`src/rtl/fb_pkg.sv`:
```
// Shared game-state encoding and scroll defaults for the flappy playfield blocks.
// Latency: n/a (types, constants and helpers only).
// Backpressure: n/a.
package fb_pkg;

  typedef enum logic [1:0] {
    ST_IDLE  = 2'd0,
    ST_RUN   = 2'd1,
    ST_DYING = 2'd2,
    ST_OVER  = 2'd3
  } state_e;

  localparam int SPEED_DEF      = 2;
  localparam int PIPE_START_DEF = 639;

  // Score counter increment that sticks at its maximum instead of wrapping.
  function automatic logic [7:0] sat_inc8(input logic [7:0] v);
    return (v == 8'hFF) ? v : v + 8'd1;
  endfunction

endpackage

```
`src/rtl/rise_detect.sv`:
```
// Rising-edge detector for a level input synchronous to clk.
// Latency: rise is combinational from d against a one-cycle history register.
// Backpressure: none; d is sampled every cycle.
module rise_detect (
  input  logic clk,
  input  logic rst_n,
  input  logic d,
  output logic rise
);

  logic d_q, d_d;
  logic armed_q, armed_d;

  // History follows the input; armed goes high one cycle after reset so a
  // level already held high across reset release is not mistaken for a press.
  always_comb begin
    d_d     = d;
    armed_d = 1'b1;
  end

  // History and arm flops.
  always_ff @(posedge clk or negedge rst_n) begin
    if (!rst_n) begin
      d_q     <= 1'b0;
      armed_q <= 1'b0;
    end else begin
      d_q     <= d_d;
      armed_q <= armed_d;
    end
  end

  assign rise = d & ~d_q & armed_q;

endmodule

```
`src/rtl/scroll_ctrl.sv`:
```
// Game-state FSM driving background scroll, grass phase, pipe position and score.
// Latency: one cycle from a sampled input to every registered output.
// Backpressure: none; frame_tick, flap and collide are sampled every cycle.
module scroll_ctrl
  import fb_pkg::*;
#(
  parameter int SPEED        = SPEED_DEF,
  parameter int PIPE_START   = PIPE_START_DEF,
  parameter int DYING_FRAMES = 32,
  parameter int OVER_HOLD    = 16
) (
  input  logic       clk,
  input  logic       rst_n,
  input  logic       frame_tick,
  input  logic       flap,
  input  logic       collide,
  output logic       scroll_en,
  output logic [3:0] grass_pos,
  output logic [9:0] pipe_x,
  output logic [7:0] score,
  output logic [1:0] state
);

  localparam int CNT_MAX = (DYING_FRAMES > OVER_HOLD) ? DYING_FRAMES : OVER_HOLD;
  localparam int CNT_W   = $clog2(CNT_MAX + 1);

  localparam logic [CNT_W-1:0] DYING_LAST = CNT_W'(DYING_FRAMES - 1);
  localparam logic [CNT_W-1:0] OVER_HOLD_C = CNT_W'(OVER_HOLD);
  localparam logic [9:0]       SPEED_X    = 10'(SPEED);
  localparam logic [3:0]       SPEED_G    = 4'(SPEED);
  localparam logic [9:0]       PIPE_RLD   = 10'(PIPE_START);

  state_e           state_q, state_d;
  logic [CNT_W-1:0] cnt_q, cnt_d;
  logic [3:0]       grass_q, grass_d;
  logic [9:0]       pipe_q, pipe_d;
  logic [7:0]       score_q, score_d;
  logic             scroll_q, scroll_d;
  logic             flap_rise;

  rise_detect u_flap_rise (
    .clk   (clk),
    .rst_n (rst_n),
    .d     (flap),
    .rise  (flap_rise)
  );

  // Next-state and datapath: counter cleared on every state entry; playfield
  // only advances on a tick in RUN that is not also a collision.
  always_comb begin
    state_d = state_q;
    cnt_d   = cnt_q;
    grass_d = grass_q;
    pipe_d  = pipe_q;
    score_d = score_q;
    case (state_q)
      ST_IDLE: begin
        if (flap_rise) begin
          state_d = ST_RUN;
          cnt_d   = '0;
        end
      end
      ST_RUN: begin
        if (collide) begin
          state_d = ST_DYING;
          cnt_d   = '0;
        end else if (frame_tick) begin
          grass_d = grass_q + SPEED_G;
          if (pipe_q > SPEED_X) begin
            pipe_d = pipe_q - SPEED_X;
          end else begin
            pipe_d  = PIPE_RLD;
            score_d = sat_inc8(score_q);
          end
        end
      end
      ST_DYING: begin
        if (frame_tick) begin
          if (cnt_q == DYING_LAST) begin
            state_d = ST_OVER;
            cnt_d   = '0;
          end else begin
            cnt_d = cnt_q + 1'b1;
          end
        end
      end
      ST_OVER: begin
        // Presses before the hold period has elapsed are dropped.
        if (flap_rise && (cnt_q >= OVER_HOLD_C)) begin
          state_d = ST_IDLE;
          cnt_d   = '0;
          pipe_d  = PIPE_RLD;
          score_d = 8'd0;
        end else if (frame_tick && (cnt_q < OVER_HOLD_C)) begin
          cnt_d = cnt_q + 1'b1;
        end
      end
      default: begin
        state_d = ST_IDLE;
        cnt_d   = '0;
      end
    endcase
    // Derived from the next state so scroll_en changes on the same edge as state.
    scroll_d = (state_d == ST_RUN);
  end

  // All game state and outputs are registered.
  always_ff @(posedge clk or negedge rst_n) begin
    if (!rst_n) begin
      state_q  <= ST_IDLE;
      cnt_q    <= '0;
      grass_q  <= 4'd0;
      pipe_q   <= PIPE_RLD;
      score_q  <= 8'd0;
      scroll_q <= 1'b0;
    end else begin
      state_q  <= state_d;
      cnt_q    <= cnt_d;
      grass_q  <= grass_d;
      pipe_q   <= pipe_d;
      score_q  <= score_d;
      scroll_q <= scroll_d;
    end
  end

  assign scroll_en = scroll_q;
  assign grass_pos = grass_q;
  assign pipe_x    = pipe_q;
  assign score     = score_q;
  assign state     = state_q;

endmodule
```
`config.mk`:
```
export PLATFORM = sky130hd
export DESIGN_NAME = scroll_ctrl
export DESIGN_NICKNAME = d
export VERILOG_FILES = /design/src/rtl/fb_pkg.sv /design/src/rtl/rise_detect.sv /design/src/rtl/scroll_ctrl.sv
export SDC_FILE = /design/constraint.sdc
export NUM_CORES = 1
export LEC_CHECK = 0
export BUFFER_PORTS_ARGS = -buffer_cell sky130_fd_sc_hd__buf_2
export CAP_MARGIN = 20
export CORE_MARGIN = 1.5
export CORE_UTILIZATION = 32
export DETAILED_ROUTE_END_ITERATION = 7
export GPL_TIMING_DRIVEN = 0
export SLEW_MARGIN = 5
export SYNTH_ARGS = -nofsm -noshare
export SYNTH_HDL_FRONTEND = slang
export SYNTH_SLANG_ARGS = --single-unit
```
`constraint.sdc`:
```
create_clock -name clk -period 3.48 [get_ports clk]
set_clock_uncertainty 0.15 [all_clocks]
set_input_delay 0.174 -clock clk [delete_from_list [all_inputs] [get_ports clk]]
set_output_delay 0.174 -clock clk [all_outputs]
set_load 0.02 [all_outputs]
```
Word-level counts from Yosys, hierarchy flattened
Index checks and enable logic that the tools add are counted.
{ "totals": {"regBits": 33, "in_bits": 5, "output_inout_bits": 25, "word_cells": 66} }
{ "op_classes": {"add_sub_neg": 4, "order_cmp": 3, "eq_ne": 15, "n_mux": 24, "bitwise_logic": 4, "n_reduce_logical": 8} }
{ "ops": {"columns": ["cell", "count"], "rows": [
  ["$mux 10", 4],
  ["$mux 8", 5],
  ["$mux 6", 6],
  ["$pmux 6 s4", 1],
  ["$pmux 10 s2", 1],
  ["$ne 2x2->1 const B", 8],
  ["$pmux 8 s2", 1],
  ["$gt 10x2->1 const B", 1],
  ["$mux 2", 5],
  ["$sub 10x2->10 const B", 1],
  ["$add 8x1->8 const B", 1],
  ["$eq 8x8->1 const B", 1],
  ["$pmux 2 s4", 1],
  ["$reduce_and 4->1", 2],
  ["$add 6x1->6 const B", 1],
  ["$eq 6x5->1 const B", 1],
  ["$ge 6x5->1 const B", 1],
  ["$lt 6x5->1 const B", 1],
  ["$reduce_and 6->1", 1],
  ["$add 4x2->4 const B", 1],
  ["$eq 2x1->1 const B", 2],
  ["$eq 2x2->1 const B", 2],
  ["$ne 3x3->1 const B", 1],
  ["$reduce_and 3->1", 1],
  ["other kinds (5)", 8]
]} }

Longest topological paths before layout
{ "logic_depth": {"depth_word": 7, "mapped_depth": 7, "ltp_nobuf": 6} }

Modules after synthesis
Synthesis repeated with hierarchy kept, for this count alone.
{ "hier_totals": {"hier_cells": 178, "hier_area_um2": 1731.7} }
{ "modules_own_cells": {"columns": ["mod", "n_inst", "cells_each", "area_each_um2"], "rows": [
  ["scroll_ctrl", 1, 174, 1669.1],
  ["rise_detect", 1, 4, 62.6]
]} }

Least setup slack after synthesis
No wires, ideal clock.
{ "synth_path": {"path_type": "register to register", "start": "register state_q[0], in the netlist state[0]", "end": "register cnt_q[5]", "setup_ns": 0.077, "arrival_ns": 1.767, "required_time_ns": 3.253, "path_slack_ns": 1.485, "path_stages_with_launch": 6, "path_buffers": 1, "synth_period_minus_slack_ns": 1.995, "path_cell_list": "dfrtp_1 -> buf_4 -> o311ai_0 -> o2111ai_1 -> or3_1 -> a21oi_1"} }
{ "synth_via": {"elab_chain_len": 3, "elab_cells_between_ends": 10, "classes_between": "eq/ne: 7; mux: 1; reduce/logical: 2"} }
{ "synth_rtl": {"columns": ["item", "line_no", "source"], "rows": [
  ["start, declared", "scroll_ctrl.sv:33", "state_e state_q, state_d;"],
  ["start signal, assigned", "scroll_ctrl.sv:117", "state_q <= state_d;"],
  ["$eq 2x2->1 (tied with other cells)", "scroll_ctrl.sv:56", "case (state_q)"],
  ["$ne 3x3->1 (no line) / $ne 2x2->1 (equally long branches)", null, null],
  ["$reduce_and 4->1 (no line)", null, null],
  ["end signal, assigned", "scroll_ctrl.sv:118", "cnt_q <= cnt_d;"],
  ["end, declared", "scroll_ctrl.sv:34", "logic [CNT_W-1:0] cnt_q, cnt_d;"]
]} }
Several ways; a longest one is shown, not always the timed one.
A chain may end at the register's enable or synchronous reset.

Worst setup path after layout
{ "layout_path": {"start": "input port flap", "end": "register cnt_q[5]"} }
{ "layout_via": {"elab_chain_len": 5, "elab_cells_between_ends": 8, "classes_between": "eq/ne: 2; mux: 2; bitwise: 2; reduce/logical: 2"} }
{ "layout_rtl": {"columns": ["item", "line_no", "source"], "rows": [
  ["start, declared", "scroll_ctrl.sv:15", "input logic flap,"],
  ["$and 1x1->1 (*) (2 in a row)", "rise_detect.sv:32", "assign rise = d & ~d_q & armed_q;"],
  ["$logic_and 1x1->1", "scroll_ctrl.sv:89", "if (flap_rise && (cnt_q >= OVER_HOLD_C)) begin"],
  ["$ne 3x3->1 (no line) / $mux 6 (equally long branches)", null, null],
  ["$reduce_and 4->1 (no line) / $pmux 6 s4 (equally long branches)", null, null]
]} }
Every way passes the cells marked *; elsewhere a longest branch is shown, timed or not.

==> results.py <==
metrics = {
    "placed_design": {
        "post-place-ws_ps": 1320,
        "port_buffers": 28,
        "hpwl_um": 2460,
        "place_congestion": 0.787,
        "place_area_um2": 1930,
    },
    "drt": {
        "dr.first_iter.drc_count": 54,
        "post-route-drc-count": 0,
        "vias": 1369,
        "routed_wl_um": 3530,
        "via_per_inst": 5.00,
        "postRouteAntennaNets": 0,
        "wl_per_cell_um": 12.9,
        "firstDrtPassIters": 4,
    },
    "floorplan": {
        "core_area_um2": 5110,
        "start_util_pct": 33.3,
        "dieWidth_um": 76.0,
        "ios": 30,
        "row_count": 26,
        "dieArea_um2": 5770,
        "die_y_um": 76.0,
    },
    "pwr": {
        "p_int_uw": 905,
        "irDropWorstVdd_mv": 0.231,
        "power_switching_uw": 587,
        "p_total_mw": 1.49,
        "pwr_density_cell_nw_per_um2": 727,
        "clkPwrFrac_pct": 20.9,
        "leakage_nw": 0.898,
        "p_comb_share_pct": 36.8,
        "switching_share_pct": 39.4,
        "p_seq_share_pct": 42.3,
    },
    "synth": {
        "syn_area_um2": 1700,
        "yosysUniqueCellTypes": 44,
        "yosysSeqAreaShare_pct": 47.6,
        "synth-compound-area-share_pct": 14.0,
        "muxShareOfSynthArea_pct": 1.98,
        "synth_top_family_by_area": "simple AND/OR/NAND/NOR gates",
        "synth_xor_area_share_pct": 7.71,
        "syn_avg_cell_area_um2": 10.3,
        "synthCells": 166,
        "synth-seq-cells": 32,
        "synthesis.nets": 175,
        "synthAdderAreaFrac_pct": 2.94,
        "ys_warn_count": 0,
        "yosys.area_share.simple_pct": 22.3,
    },
    "global_routing": {
        "grt_pass1_wl_um": 6090,
        "busiest_layer": "met2",
        "antenna_found_initial": 0,
        "grt_use_met2_pct": 19.3,
        "grt_use_met3_pct": 4.22,
        "grt_usage_pct": 13.5,
        "met1_usage_pct": 17.9,
        "grt_max_degree": 33,
        "grt_pass1_vias": 1296,
        "grt-ovfl-total": 0,
    },
    "timing": {
        "max_freq_mhz": 454,
        "fin_crit_sh_pct": 63.4,
        "layout_setup_ws_ps": 1280,
        "drv_slew": 0,
        "worstMarginPinSlew_ps": 809,
        "period_needed_ps": 2200,
        "hold_viol_final": 0,
        "setup_tns_ps": 0,
        "rsz0062_at_grt": "false",
        "timing.slew.headroom_pct": 45.8,
        "finalSetupViolCount": 0,
        "timing.hold.ws_ps": 68.7,
    },
    "clocking": {
        "htreeDepth": 2,
        "clock-sinks": 32,
        "holdBufCountCts": 2,
        "clk_latency_ps": 290,
        "cts_buffer_depth": 2,
        "cts_buffers": 5,
        "clockRootBuffer": "clkbuf_8",
        "clk_pin_slew_worst_paths_ps": 70,
        "postCtsSetupRepairBufs": 0,
        "ctsResizeCount": 0,
        "cts_tree": "built",
    },
    "critical_path": {
        "worst-path-buf-inv": 2,
        "path_cells": "dlygate4sd3_1 > buf_2 > nand3b_4 > o311ai_0 > o2111ai_1 > or3_1 > a21oi_1",
        "path_max_fanout": 9,
        "worstSetupEndpointType": "flip-flop",
        "cp.arrival_ps": 2270,
        "slowest_stage": "o311ai_0",
        "worstSetupPathType": "input pin to flip-flop",
        "slowest_delay_ps": 540,
        "crit_path_start_kind": "input pin",
        "required_ps": 3550,
        "critical_path.top_delay_family": "compound AO/OA/AOI/OAI gates",
    },
    "layout": {
        "diodes": 0,
        "design_area_um2": 2050,
        "fill_cells": 555,
        "final_nets": 212,
        "drive_above_1_share_pct": 28.9,
        "area_growth_pct": 20.4,
    },
    "outcome": {
        "outcome": "complete, no violations",
    },
    "min_path": {
        "hold_path.class": "input pin to flip-flop",
    },
    "job": {
        "drv_cap": 0,
    },
}
flip-flops by register name (all words and copies together) (netlist names):
| register | cells |
|---|---|
| pipe_x | 10 |
| score | 8 |
| cnt_q | 6 |
| grass_pos | 3 |
| state | 2 |
| scroll_en | 1 |
| u_flap_rise.armed_q | 1 |
| u_flap_rise.d_q | 1 |
path summary, 6_finish.rpt:
| kind | startpoint | to | slack (ps) | depth (start not counted) |
|---|---|---|---|---|
| hold / removal | collide | state[1] | 70 | 3 |
| max in group asynchronous | rst_n | score[5] | 2400 | 2 |
| hold reg to reg | grass_pos[3] | grass_pos[3] | 320 | 1 |
| setup / recovery | flap | cnt_q[5] | 1280 | 7 |
| setup reg to reg | state[0] | cnt_q[5] | 1370 | 6 |
| min in group asynchronous | rst_n | grass_pos[1] | 330 | 2 |
layout by cell type, fill, tap and decap left out, types with 4 or more instances in the layout:
cell and instances:
dfstp_2 8, nand2_1 16, buf_2 30, nor2_1 15
dfrtp_1 24, clkbuf_8 7, ha_1 4, xnor2_1 10
o21ai_0 8, inv_1 6, nand4_1 4, a21oi_1 5
xor2_1 5, nand3_1 8
worst min-delay path: stages:
cell	delay (ps)
buf_2	130
nand3b_1	110
nand2_1	50
area by class of cell:
cell class                      count  area [um2]  area share (%)
Multi-Input combinational cell    123         841            41.0
Sequential cell                    32         811            39.5
Timing Repair Buffer               30         160            7.81
Clock buffer                        8         100            4.88
Tap cell                           70        87.6            4.27
Buffer                              5        28.8            1.40
Inverter                            6        22.5            1.10
per-stage QoR:
step	instances	util (%)
6_report	274	40.2
5_1_grt	274	40.2
4_1_cts	274	40.2
3_5_place_dp	264	37.8
3_3_place_gp	264	37.8
2_1_floorplan	166	-
routing by layer:
layer | vias to the layer above | share of wire, %
met5 | - | 0
met4 | 0 | 2.2
met3 | 6 | 4.4
met2 | 35 | 44
met1 | 663 | 49
li1 | 665 | -
power groups by stage:
| stage | sequential (mW) | clock, mW | combinational (mW) |
|---|---|---|---|
| 2_1_floorplan | 0.722 | 0 | 0.289 |
| 3_3_place_gp | 0.636 | 0 | 0.540 |
| 3_5_place_dp | 0.641 | 0 | 0.551 |
| 4_1_cts | 0.634 | 0.324 | 0.556 |
| 5_1_grt | 0.656 | 0.342 | 0.601 |
| 6_report | 0.631 | 0.312 | 0.548 |
synthesized netlist by cell type (all sizes together):
cell / count / area share (%)
nand4: 4 / 1.5
or3b: 1 / 0.51
and4bb: 1 / 0.73
nor3b: 1 / 0.44
xor2: 5 / 2.6
conb: 2 / 0.44
nor3: 3 / 0.88
ha: 4 / 2.9
dfrtp: 24 / 35
xnor2: 10 / 5.1
a2111oi: 3 / 2.6
nand3b: 3 / 2.1
and2: 3 / 1.1
nand2b: 1 / 0.37
a22o: 1 / 0.51
or3: 2 / 0.73
o41ai: 1 / 0.51
o311ai: 1 / 0.51
a21oi: 5 / 1.5
a311oi: 1 / 0.88
nand3: 8 / 2.4
nand4b: 1 / 0.51
nand2: 16 / 3.5
mux2: 3 / 2.0
nor2b: 3 / 1.1
a31oi: 1 / 0.37
nor4: 1 / 0.73
inv: 6 / 1.3
o31a: 1 / 0.51
o221ai: 1 / 0.51
buf: 4 / 1.5
and3: 3 / 1.1
nor2: 15 / 3.3
o31ai: 3 / 1.3
a211oi: 3 / 1.6
nand4bb: 2 / 1.3
o2111ai: 1 / 0.51
dfstp: 8 / 12
o21ai: 9 / 2.6
clkbuf: 1 / 0.22
kinds of logic after synthesis:
kind of cell	count (synthesis)
AOI/OAI and AO/OA	31
xor gates and xnor gates	15
adders and majority gates	4
buffers and inverters	11
DFF	32
muxes	3
other	2
and+or+nand+nor	68
No activity file was read; power rests on OpenSTA's default activity.
